===== config.mk =====
export PLATFORM = sky130hd
export DESIGN_NAME = char_hp_bar_draw_flat
export DESIGN_NICKNAME = d
export VERILOG_FILES = /design/src/rtl/vga_if.sv /design/src/rtl/char_hp_bar_draw.sv /design/src/flat_wrapper.sv
export SDC_FILE = /design/constraint.sdc
export NUM_CORES = 1
export LEC_CHECK = 0
export ABC_AREA = 1
export ABC_CLOCK_PERIOD_IN_PS = 1700
export BUFFER_PORTS_ARGS = -buffer_cell sky130_fd_sc_hd__buf_2
export CAP_MARGIN = 20
export CORE_MARGIN = 2
export CORE_UTILIZATION = 43
export CTS_CLUSTER_DIAMETER = 30
export DETAILED_ROUTE_END_ITERATION = 16
export PLACE_DENSITY = 0.83
export SETUP_SLACK_MARGIN = 0.05
export SLEW_MARGIN = 20
export SYNTH_ARGS = -nofsm -noshare
export SYNTH_HDL_FRONTEND = slang
export SYNTH_SLANG_ARGS = --single-unit

===== constraint.sdc =====
create_clock -name clk -period 1.7 [get_ports clk]
set_input_delay 0.17 -clock clk [delete_from_list [all_inputs] [get_ports clk]]
set_output_delay 0.17 -clock clk [all_outputs]
set_load 0.05 [all_outputs]

===== src/rtl/vga_if.sv =====
// VGA pixel stream bundle passed between draw stages.
//   hcount/vcount : pixel coordinates
//   hsync/vsync   : sync pulses
//   hblnk/vblnk   : blanking flags
//   rgb           : 4:4:4 pixel colour
// Modports: in (consumer side), out (producer side).
interface vga_if;
    logic [10:0] hcount;
    logic [10:0] vcount;
    logic        hsync;
    logic        vsync;
    logic        hblnk;
    logic        vblnk;
    logic [11:0] rgb;

    modport in  (input  hcount, vcount, hsync, vsync, hblnk, vblnk, rgb);
    modport out (output hcount, vcount, hsync, vsync, hblnk, vblnk, rgb);
endinterface


===== src/rtl/char_hp_bar_draw.sv =====
// Overlays a segmented HP bar on the VGA pixel stream, one clock of latency.
// HP is latched once per frame (at hcount==0 && vcount==0) so the bar never tears.
// Optional damage flash: define CHAR_HP_FLASH_EN to blink live segments for
// FLASH_FRAMES frames after each HP decrease.
// Ports:
//   clk      pixel clock
//   rst      synchronous active-high reset
//   char_hp  current character HP (clamped to HP_MAX)
//   vga_in   incoming pixel stream
//   vga_out  same stream delayed 1 clk with the bar drawn in
//   hp_zero  registered flag, high while the latched HP is 0
module char_hp_bar_draw #(
    parameter int unsigned HP_MAX       = 10,
    parameter int unsigned BAR_X        = 16,
    parameter int unsigned BAR_Y        = 16,
    parameter int unsigned SEG_W        = 16,
    parameter int unsigned SEG_H        = 12,
    parameter int unsigned SEG_GAP      = 4,
    parameter int unsigned FLASH_FRAMES = 30,
    parameter logic [11:0] COLOR_FULL   = 12'hF00,
    parameter logic [11:0] COLOR_EMPTY  = 12'h444,
    parameter logic [11:0] COLOR_FLASH  = 12'hFFF
) (
    input  logic       clk,
    input  logic       rst,
    input  logic [3:0] char_hp,
    vga_if.in          vga_in,
    vga_if.out         vga_out,
    output logic       hp_zero
);

    localparam int unsigned PITCH = SEG_W + SEG_GAP;
    localparam int unsigned POS_W = (PITCH > 1) ? $clog2(PITCH) : 1;
    localparam int unsigned CNT_W = $clog2(FLASH_FRAMES + 1);

    localparam logic [3:0]       HP_MAX_L    = 4'(HP_MAX);
    localparam logic [3:0]       SEG_LAST    = 4'(HP_MAX - 1);
    localparam logic [10:0]      BAR_X_L     = 11'(BAR_X);
    localparam logic [10:0]      BAR_Y_L     = 11'(BAR_Y);
    localparam logic [10:0]      BAR_Y_END_L = 11'(BAR_Y + SEG_H);
    localparam logic [POS_W-1:0] SEG_W_L     = POS_W'(SEG_W);
    localparam logic [POS_W-1:0] PITCH_LAST  = POS_W'(PITCH - 1);

    // Reject configurations the 4-bit HP path or the flash counter cannot represent.
    if (HP_MAX == 0 || HP_MAX > 15 || SEG_W == 0 || FLASH_FRAMES == 0 || CNT_W == 0) begin : g_param_check
        $error("char_hp_bar_draw: unsupported parameter set");
    end

    logic [3:0]       hp_lat;
    logic             frame_start_c;
    logic [3:0]       hp_new_c;
    logic [3:0]       hp_eff_c;

    logic             run_q, run_d;
    logic [POS_W-1:0] pos_q, pos_d;
    logic [3:0]       seg_q, seg_d;
    logic             run_start_c;
    logic             run_c;
    logic [POS_W-1:0] pos_c;
    logic [3:0]       seg_c;
    logic             in_seg_c;
    logic             flash_on_c;
    logic [11:0]      seg_color_c;

    // Frame-start detect and HP clamp; the frame-start pixel already sees the new HP.
    assign frame_start_c = (vga_in.hcount == 11'd0) && (vga_in.vcount == 11'd0);
    assign hp_new_c      = (char_hp > HP_MAX_L) ? HP_MAX_L : char_hp;
    assign hp_eff_c      = frame_start_c ? hp_new_c : hp_lat;

    // Segment position: the run restarts at x==BAR_X, so the current pixel uses the
    // restarted values directly rather than waiting a cycle.
    assign run_start_c = (vga_in.hcount == BAR_X_L);
    assign run_c       = run_start_c || run_q;
    assign pos_c       = run_start_c ? '0 : pos_q;
    assign seg_c       = run_start_c ? 4'd0 : seg_q;

    assign in_seg_c = run_c && (pos_c < SEG_W_L)
                   && (vga_in.vcount >= BAR_Y_L) && (vga_in.vcount < BAR_Y_END_L)
                   && !vga_in.hblnk && !vga_in.vblnk;

    // Running counter advance; stops after the last segment's pitch.
    always_comb begin
        run_d = run_q;
        pos_d = pos_q;
        seg_d = seg_q;
        if (run_c) begin
            if (pos_c == PITCH_LAST) begin
                pos_d = '0;
                seg_d = seg_c + 4'd1;
                run_d = (seg_c != SEG_LAST);
            end else begin
                pos_d = pos_c + POS_W'(1);
                seg_d = seg_c;
                run_d = 1'b1;
            end
        end
    end

`ifdef CHAR_HP_FLASH_EN
    typedef enum logic {
        S_IDLE,
        S_FLASH
    } state_t;

    state_t           state_q, state_d;
    logic [CNT_W-1:0] flash_cnt_q, flash_cnt_d;
    logic [2:0]       frm_q;

    // Flash state, countdown and frame counter registers.
    always_ff @(posedge clk) begin
        if (rst) begin
            state_q     <= S_IDLE;
            flash_cnt_q <= '0;
            frm_q       <= 3'd0;
        end else begin
            state_q     <= state_d;
            flash_cnt_q <= flash_cnt_d;
            if (frame_start_c) begin
                frm_q <= frm_q + 3'd1;
            end
        end
    end

    // Decrease (compared after clamping) starts or reloads the flash; heals are ignored.
    always_comb begin
        state_d     = state_q;
        flash_cnt_d = flash_cnt_q;
        if (frame_start_c) begin
            case (state_q)
                S_IDLE: begin
                    if (hp_new_c < hp_lat) begin
                        state_d     = S_FLASH;
                        flash_cnt_d = CNT_W'(FLASH_FRAMES);
                    end
                end
                S_FLASH: begin
                    if (hp_new_c < hp_lat) begin
                        flash_cnt_d = CNT_W'(FLASH_FRAMES);
                    end else if (flash_cnt_q == CNT_W'(1)) begin
                        state_d     = S_IDLE;
                        flash_cnt_d = '0;
                    end else begin
                        flash_cnt_d = flash_cnt_q - CNT_W'(1);
                    end
                end
                default: begin
                    state_d     = S_IDLE;
                    flash_cnt_d = '0;
                end
            endcase
        end
    end

    assign flash_on_c = (state_q == S_FLASH) && frm_q[2];
`else
    assign flash_on_c = 1'b0;
`endif

    assign seg_color_c = (seg_c < hp_eff_c) ? (flash_on_c ? COLOR_FLASH : COLOR_FULL)
                                            : COLOR_EMPTY;

    // HP latch, run counter, and the 1-cycle output pipeline.
    always_ff @(posedge clk) begin
        if (rst) begin
            hp_lat         <= HP_MAX_L;
            hp_zero        <= 1'b0;
            run_q          <= 1'b0;
            pos_q          <= '0;
            seg_q          <= 4'd0;
            vga_out.hcount <= 11'd0;
            vga_out.vcount <= 11'd0;
            vga_out.hsync  <= 1'b0;
            vga_out.vsync  <= 1'b0;
            vga_out.hblnk  <= 1'b0;
            vga_out.vblnk  <= 1'b0;
            vga_out.rgb    <= 12'd0;
        end else begin
            if (frame_start_c) begin
                hp_lat <= hp_new_c;
            end
            hp_zero        <= (hp_lat == 4'd0);
            run_q          <= run_d;
            pos_q          <= pos_d;
            seg_q          <= seg_d;
            vga_out.hcount <= vga_in.hcount;
            vga_out.vcount <= vga_in.vcount;
            vga_out.hsync  <= vga_in.hsync;
            vga_out.vsync  <= vga_in.vsync;
            vga_out.hblnk  <= vga_in.hblnk;
            vga_out.vblnk  <= vga_in.vblnk;
            vga_out.rgb    <= in_seg_c ? seg_color_c : vga_in.rgb;
        end
    end

endmodule


===== src/flat_wrapper.sv =====
// flat-port wrapper written by rule: the top's interface ports become plain ports
module char_hp_bar_draw_flat 
#(
    parameter int unsigned HP_MAX       = 10,
    parameter int unsigned BAR_X        = 16,
    parameter int unsigned BAR_Y        = 16,
    parameter int unsigned SEG_W        = 16,
    parameter int unsigned SEG_H        = 12,
    parameter int unsigned SEG_GAP      = 4,
    parameter int unsigned FLASH_FRAMES = 30,
    parameter logic [11:0] COLOR_FULL   = 12'hF00,
    parameter logic [11:0] COLOR_EMPTY  = 12'h444,
    parameter logic [11:0] COLOR_FLASH  = 12'hFFF
)
  (clk, rst, char_hp, hp_zero, vga_in_hcount, vga_in_vcount, vga_in_hsync, vga_in_vsync, vga_in_hblnk, vga_in_vblnk, vga_in_rgb, vga_out_hcount, vga_out_vcount, vga_out_hsync, vga_out_vsync, vga_out_hblnk, vga_out_vblnk, vga_out_rgb);
  vga_if vga_in_i ();
  vga_if vga_out_i ();
  input  logic clk;
  input  logic rst;
  input  logic [3:0] char_hp;
  output logic hp_zero;
  input wire logic [$bits(vga_in_i.hcount)-1:0] vga_in_hcount;
  input wire logic [$bits(vga_in_i.vcount)-1:0] vga_in_vcount;
  input wire logic [$bits(vga_in_i.hsync)-1:0] vga_in_hsync;
  input wire logic [$bits(vga_in_i.vsync)-1:0] vga_in_vsync;
  input wire logic [$bits(vga_in_i.hblnk)-1:0] vga_in_hblnk;
  input wire logic [$bits(vga_in_i.vblnk)-1:0] vga_in_vblnk;
  input wire logic [$bits(vga_in_i.rgb)-1:0] vga_in_rgb;
  output wire logic [$bits(vga_out_i.hcount)-1:0] vga_out_hcount;
  output wire logic [$bits(vga_out_i.vcount)-1:0] vga_out_vcount;
  output wire logic [$bits(vga_out_i.hsync)-1:0] vga_out_hsync;
  output wire logic [$bits(vga_out_i.vsync)-1:0] vga_out_vsync;
  output wire logic [$bits(vga_out_i.hblnk)-1:0] vga_out_hblnk;
  output wire logic [$bits(vga_out_i.vblnk)-1:0] vga_out_vblnk;
  output wire logic [$bits(vga_out_i.rgb)-1:0] vga_out_rgb;
  assign vga_in_i.hcount = vga_in_hcount;
  assign vga_in_i.vcount = vga_in_vcount;
  assign vga_in_i.hsync = vga_in_hsync;
  assign vga_in_i.vsync = vga_in_vsync;
  assign vga_in_i.hblnk = vga_in_hblnk;
  assign vga_in_i.vblnk = vga_in_vblnk;
  assign vga_in_i.rgb = vga_in_rgb;
  assign vga_out_hcount = vga_out_i.hcount;
  assign vga_out_vcount = vga_out_i.vcount;
  assign vga_out_hsync = vga_out_i.hsync;
  assign vga_out_vsync = vga_out_i.vsync;
  assign vga_out_hblnk = vga_out_i.hblnk;
  assign vga_out_vblnk = vga_out_i.vblnk;
  assign vga_out_rgb = vga_out_i.rgb;
  char_hp_bar_draw #(.HP_MAX(HP_MAX), .BAR_X(BAR_X), .BAR_Y(BAR_Y), .SEG_W(SEG_W), .SEG_H(SEG_H), .SEG_GAP(SEG_GAP), .FLASH_FRAMES(FLASH_FRAMES), .COLOR_FULL(COLOR_FULL), .COLOR_EMPTY(COLOR_EMPTY), .COLOR_FLASH(COLOR_FLASH)) u_core (.clk(clk), .rst(rst), .char_hp(char_hp), .vga_in(vga_in_i), .vga_out(vga_out_i), .hp_zero(hp_zero));
endmodule

After elaboration in Yosys (flattened, before gate mapping)
Cells that the tools add are included.
{ "word_totals": {"elab_cells": 43, "regBits": 53, "output_inout_bits": 39, "inputBits": 44} }
{ "op_classes": {"add_sub_neg": 2, "eq_ne": 3, "n_reduce_logical": 12, "order_cmp": 5, "mux": 9} }
{ "ops": {"columns": ["cell", "count"], "rows": [
  ["$mux W12", 2],
  ["$logic_not A11 Y1", 2],
  ["$mux W4", 4],
  ["$eq A11 B5 Y1 const B", 1],
  ["$ge A11 B5 Y1 const B", 1],
  ["$lt A11 B5 Y1 const B", 1],
  ["$mux W5", 2],
  ["$logic_and A1 B1 Y1", 6],
  ["$add A5 B1 Y5 const B", 1],
  ["$eq A5 B5 Y1 const B", 1],
  ["$lt A5 B5 Y1 const B", 1],
  ["$add A4 B1 Y4 const B", 1],
  ["$gt A4 B4 Y1 const B", 1],
  ["$logic_not A4 Y1", 1],
  ["$lt A4 B4 Y1", 1],
  ["$ne A4 B4 Y1 const B", 1],
  ["$logic_not A1 Y1", 2],
  ["$logic_or A1 B1 Y1", 1],
  ["$mux W1", 1]
]} }

Logic depth before layout (Yosys ltp)
{ "depth": {"word_depth": 9, "mapped_depth": 16, "mapped_depth_nobuf": 15} }

Worst setup path after synthesis
No wires, ideal clock.
{ "synth_timing": {"path_type": "input -> register", "from": "in vga_in_hcount[0]", "to": "reg u_core.vga_out.rgb[2]", "setup_time_ns": 0.109, "arrival_time_ns": 1.652, "cell_stages": 11, "path_buffers": 0, "slack_ns": -0.061, "cell_sequence": "nor2_1 nand2_1 nor2_2 nand3_1 or2_2 o21ai_0 ha_1 a21oi_1 nand3_1 nand2_1 inv_1"} }
{ "synth_between": {"elab_chain_len": 9, "word_cells_on_any_way": 16} }
{ "synth_lines": {"columns": ["item", "line_no", "source"], "rows": [
  ["start: declaration", "flat_wrapper.sv:22", "input wire logic [$bits(vga_in_i.hcount)-1:0] vga_in_hcount;"],
  ["$eq A11 B5 Y1", "char_hp_bar_draw.sv:72", "assign run_start_c = (vga_in.hcount == BAR_X_L);"],
  ["$mux W5", "char_hp_bar_draw.sv:74", "assign pos_c = run_start_c ? '0 : pos_q;"],
  ["$lt A5 B5 Y1", "char_hp_bar_draw.sv:77", "assign in_seg_c = run_c && (pos_c < SEG_W_L)"],
  ["$logic_and A1 B1 Y1", "char_hp_bar_draw.sv:77", null],
  ["$logic_and A1 B1 Y1 (2 in a row)", "char_hp_bar_draw.sv:78", "&& (vga_in.vcount >= BAR_Y_L) && (vga_in.vcount < BAR_Y_END_L)"],
  ["$logic_and A1 B1 Y1 (2 in a row)", "char_hp_bar_draw.sv:79", "&& !vga_in.hblnk && !vga_in.vblnk;"],
  ["$mux W12 (*)", "char_hp_bar_draw.sv:191", "vga_out.rgb <= in_seg_c ? seg_color_c : vga_in.rgb;"],
  ["end: declaration", "vga_if.sv:17", "modport out (output hcount, vcount, hsync, vsync, hblnk, vblnk, rgb);"]
]} }
Mark *: on every way between the ends. The rest lies on a longest branch, timed or not.
A chain may end at the register's enable or synchronous reset.

Final worst setup path
{ "layout_timing": {"from": "in vga_in_hcount[7]", "to": "reg u_core.vga_out.rgb[9]"} }
Same word-level chain as after synthesis.

==> results.py <==
metrics = {
    "run_status": {
        "outcome": "finished, final reports clean",
    },
    "clock_network": {
        "clock-sinks": 53,
        "cts_tree": "built",
        "cts_buffer_depth": 2,
        "htree_levels": 2,
        "clk_pin_slew_ns": 0.09,
        "cts_buffers": 5,
        "root_buffer": "clkbuf_8",
        "clkLatencyLatePin_ns": 0.30,
    },
    "timing": {
        "fin_skew_ns": 0.00389,
        "period_minus_slack_ns": 1.60,
        "max_slew_margin_pct": 76.2,
        "hold_viol": 0,
        "worst_slack_ns": 0.0955,
        "worst_pin_slew_ns": 0.354,
        "finalCritPeriodShare_pct": 94.4,
        "holdWs_ns": 0.0634,
        "rsz0062_at_grt": "true",
        "finalMaxSlewViolations": 0,
        "setup_viol": 0,
        "max_freq_ghz": 0.623,
    },
    "power": {
        "power.density_nw_per_um2": 867,
        "finalPower_uw": 2550,
        "power_frac_comb_pct": 15.0,
        "power_frac_clock_pct": 34.2,
        "p_int_uw": 1880,
        "leakage_uw": 0.00160,
        "seqPwrFrac_pct": 50.9,
        "peakVddDrop_mv": 0.354,
        "netSwitchingFraction_pct": 26.5,
        "p_sw_uw": 676,
    },
    "floorplan": {
        "die_y_um": 73.7,
        "row_count": 25,
        "die-area_um2": 5430,
        "core_area_um2": 4690,
        "io_pins": 83,
        "die-width_um": 73.7,
        "start_util_pct": 44.5,
    },
    "synth": {
        "synth.top_cell.area_share_pct": 50.8,
        "synth_top_family_by_area": "simple AND/OR/NAND/NOR gates",
        "yosys.area.top_type": "dfxtp_1",
        "synth_compound_area_share_pct": 6.71,
        "yosysSeqAreaShare_pct": 50.8,
        "synth-xor-area-share_pct": 1.68,
        "synth_fa_ha_area_share_pct": 3.59,
        "synth_fp_nets": 317,
        "synth.area.mux_share_pct": 0,
        "synth_cells": 267,
        "syn_area_um2": 2090,
        "synth.area.top_cells": "dfxtp_1 51%, nor2_1 9.7%, inv_1 9.0%",
        "ys_warn_count": 0,
        "avgSynthCellArea_um2": 7.83,
        "synth_cell_types": 29,
        "synth-seq-cells": 53,
        "synthSimpleGateAreaFrac_pct": 26.2,
    },
    "worst_setup_path": {
        "r2r_slack_ns": 0.20,
        "r2r-start": "u_core.pos_q[1]",
        "startpoint": "vga_in_hcount[7]",
        "crit_path_max_fanout": 4,
        "crit_top_cell": "nand2_2",
        "arrival_ns": 1.81,
        "slowest_stage": "or2_4",
        "crit_path_max_incr_delay_ns": 0.30,
        "worstPathRequired_ns": 1.90,
        "critPathKind": "input pin to flip-flop",
        "crit_family": "simple AND/OR/NAND/NOR gates",
        "crit_path_cell_trace": "buf_2, nor2_1, nand2_2, nor2_2, nand3_2, or2_4, nor2_4, a21oi_4, ha_4, nand2_2, inv_2, nand2_2, nand2_2, a21oi_1",
        "critical_path_buf_inv_count": 2,
        "crit_path_end_kind": "flip-flop",
        "worstSetupStartpointType": "input pin",
    },
    "route": {
        "firstDrtPassIters": 4,
        "vias_per_cell": 4.63,
        "post_drt_wl_per_cell_um": 11.9,
        "num_vias": 1987,
        "drtAntennaViolNets": 0,
        "drt_iter0_markers": 114,
        "post-route-drc-count": 0,
        "drt-total-wl_um": 5110,
    },
    "min_path": {
        "holdCritPathClass": "input pin to flip-flop",
        "hp-start": "vga_in_hsync",
    },
    "place": {
        "portBuffers": 82,
        "placed_area_um2": 2720,
        "gp_congestion": 0.824,
        "place_ws_ns": -0.256,
        "hpwl_um": 3630,
    },
    "finish": {
        "multi_input_area_um2": 907,
        "area_growth_pct": 40.8,
        "fillers": 381,
        "seq_area_um2": 1060,
        "fin_nets": 424,
        "layout-drive-gt1-share_pct": 40.8,
        "fin_area_um2": 2940,
        "layout_commonest_cell": "buf_2",
        "diodes": 0,
        "final_cell_mix": "82 x buf_2, 53 x dfxtp_1, 49 x inv_1",
    },
    "global_routing": {
        "grt_pass1_wl_um": 7560,
        "antenna_found_initial": 0,
        "grt_max_degree": 24,
        "grt_pass1_vias": 1830,
        "overflow": 0,
        "grt_usage_pct": 17.7,
    },
    "flow_run": {
        "maxCapViolations": 0,
    },
}
-- path summary, 6_finish.rpt --
kind,to,cells after the start
hold reg to reg,u_core.hp_zero,1
setup / recovery,u_core.vga_out.rgb[9],14
setup reg to reg,u_core.seg_q[0],8
hold / removal,u_core.vga_out.hsync,3
-- power by group through the flow --
| stage | registers (µW) | logic (µW) | clock network, µW |
|---|---|---|---|
| 2_1_floorplan | 1500 | 70.3 | 0 |
| 5_1_grt | 1300 | 409 | 929 |
| 4_1_cts | 1300 | 375 | 877 |
| 3_3_place_gp | 1330 | 367 | 0 |
| 3_5_place_dp | 1330 | 373 | 0 |
| 6_report | 1300 | 382 | 873 |
-- worst reg2reg max path, delay by kind of cell (launching register included) --
| family | cells | cell delay (ns) |
|---|---|---|
| simple gates | 4 | 0.48 |
| flops | 1 | 0.37 |
| compound gates | 2 | 0.27 |
| fa+ha+maj | 1 | 0.22 |
| buf+inv | 1 | 0.05 |
-- flip-flops by register name, summed over array words and instances, names as in the netlist --
name and flops:
u_core.vga_out.vsync 1, u_core.vga_out.rgb 12, u_core.vga_out.hsync 1, u_core.hp_zero 1
u_core.seg_q 4, u_core.vga_out.hcount 11, u_core.hp_lat 4, u_core.run_q 1
u_core.vga_out.hblnk 1, u_core.vga_out.vblnk 1, u_core.vga_out.vcount 11, u_core.pos_q 5
-- cell usage after synthesis --
cell	n
nor2_1	54
dfxtp_1	53
inv_1	50
nand2_1	39
a21oi_1	11
nand3_1	8
ha_1	6
o21ai_0	6
clkbuf_1	4
nand2_2	4
nand2_4	4
nor3_1	3
o21a_1	3
inv_2	2
nand3_2	2
nand4_1	2
nor2_4	2
xnor2_1	2
xor2_1	2
a211oi_1	1
a311oi_1	1
buf_1	1
buf_6	1
clkinv_2	1
nor2_2	1
nor4_1	1
o211ai_1	1
o21ai_2	1
or2_2	1
-- per-stage QoR --
stage / cells / TNS, ns / util [%]
floorplan: 267 / 0 / -
finish: 429 / 0 / 62.7
global route: 429 / -0.0928 / 62.7
CTS: 427 / 0 / 60.5
global placement: 419 / -0.976 / 58.0
detailed placement: 419 / -1.79 / 58.0
-- layer usage --
metal / wire, µm / GRT usage (%) / vias up / part of all wire (%)
met4: 129 / 7.88 / 0 / 2.5
met5: 0 / 0 / - / 0
met3: 245 / 4.25 / 12 / 4.8
li1: - / - / 1011 / -
met1: 1990 / 19.1 / 898 / 39
met2: 2740 / 32.5 / 66 / 54
-- what timing repair did --
item,4_1_cts,5_1_grt
setup buffers,0,2
hold endpoints to repair,0,0
endpoints found under the setup margin,0,10
resized for setup,0,23
hold buffers,0,0
-- cell families (layout without fill, tap and decap cells) --
logic type	after synthesis	in the layout
adder cells (fa/ha/maj)	6	6
XOR/XNOR	4	4
buffers and inverters	59	167
AO/OA/AOI/OAI	24	24
flip-flops	53	53
AND/OR/NAND/NOR	121	121
-- final cells by class --
cell class                 count  share of cell area [%]
clock inverter                 1                    1.02
tap                           54                    2.30
timing repair buffer         106                    20.1
sequential                    53                    36.1
inverter                      53                    6.80
clock buffer                   7                    2.93
multi-input combinational    155                    30.8
(Power assumes the default switching activity.)
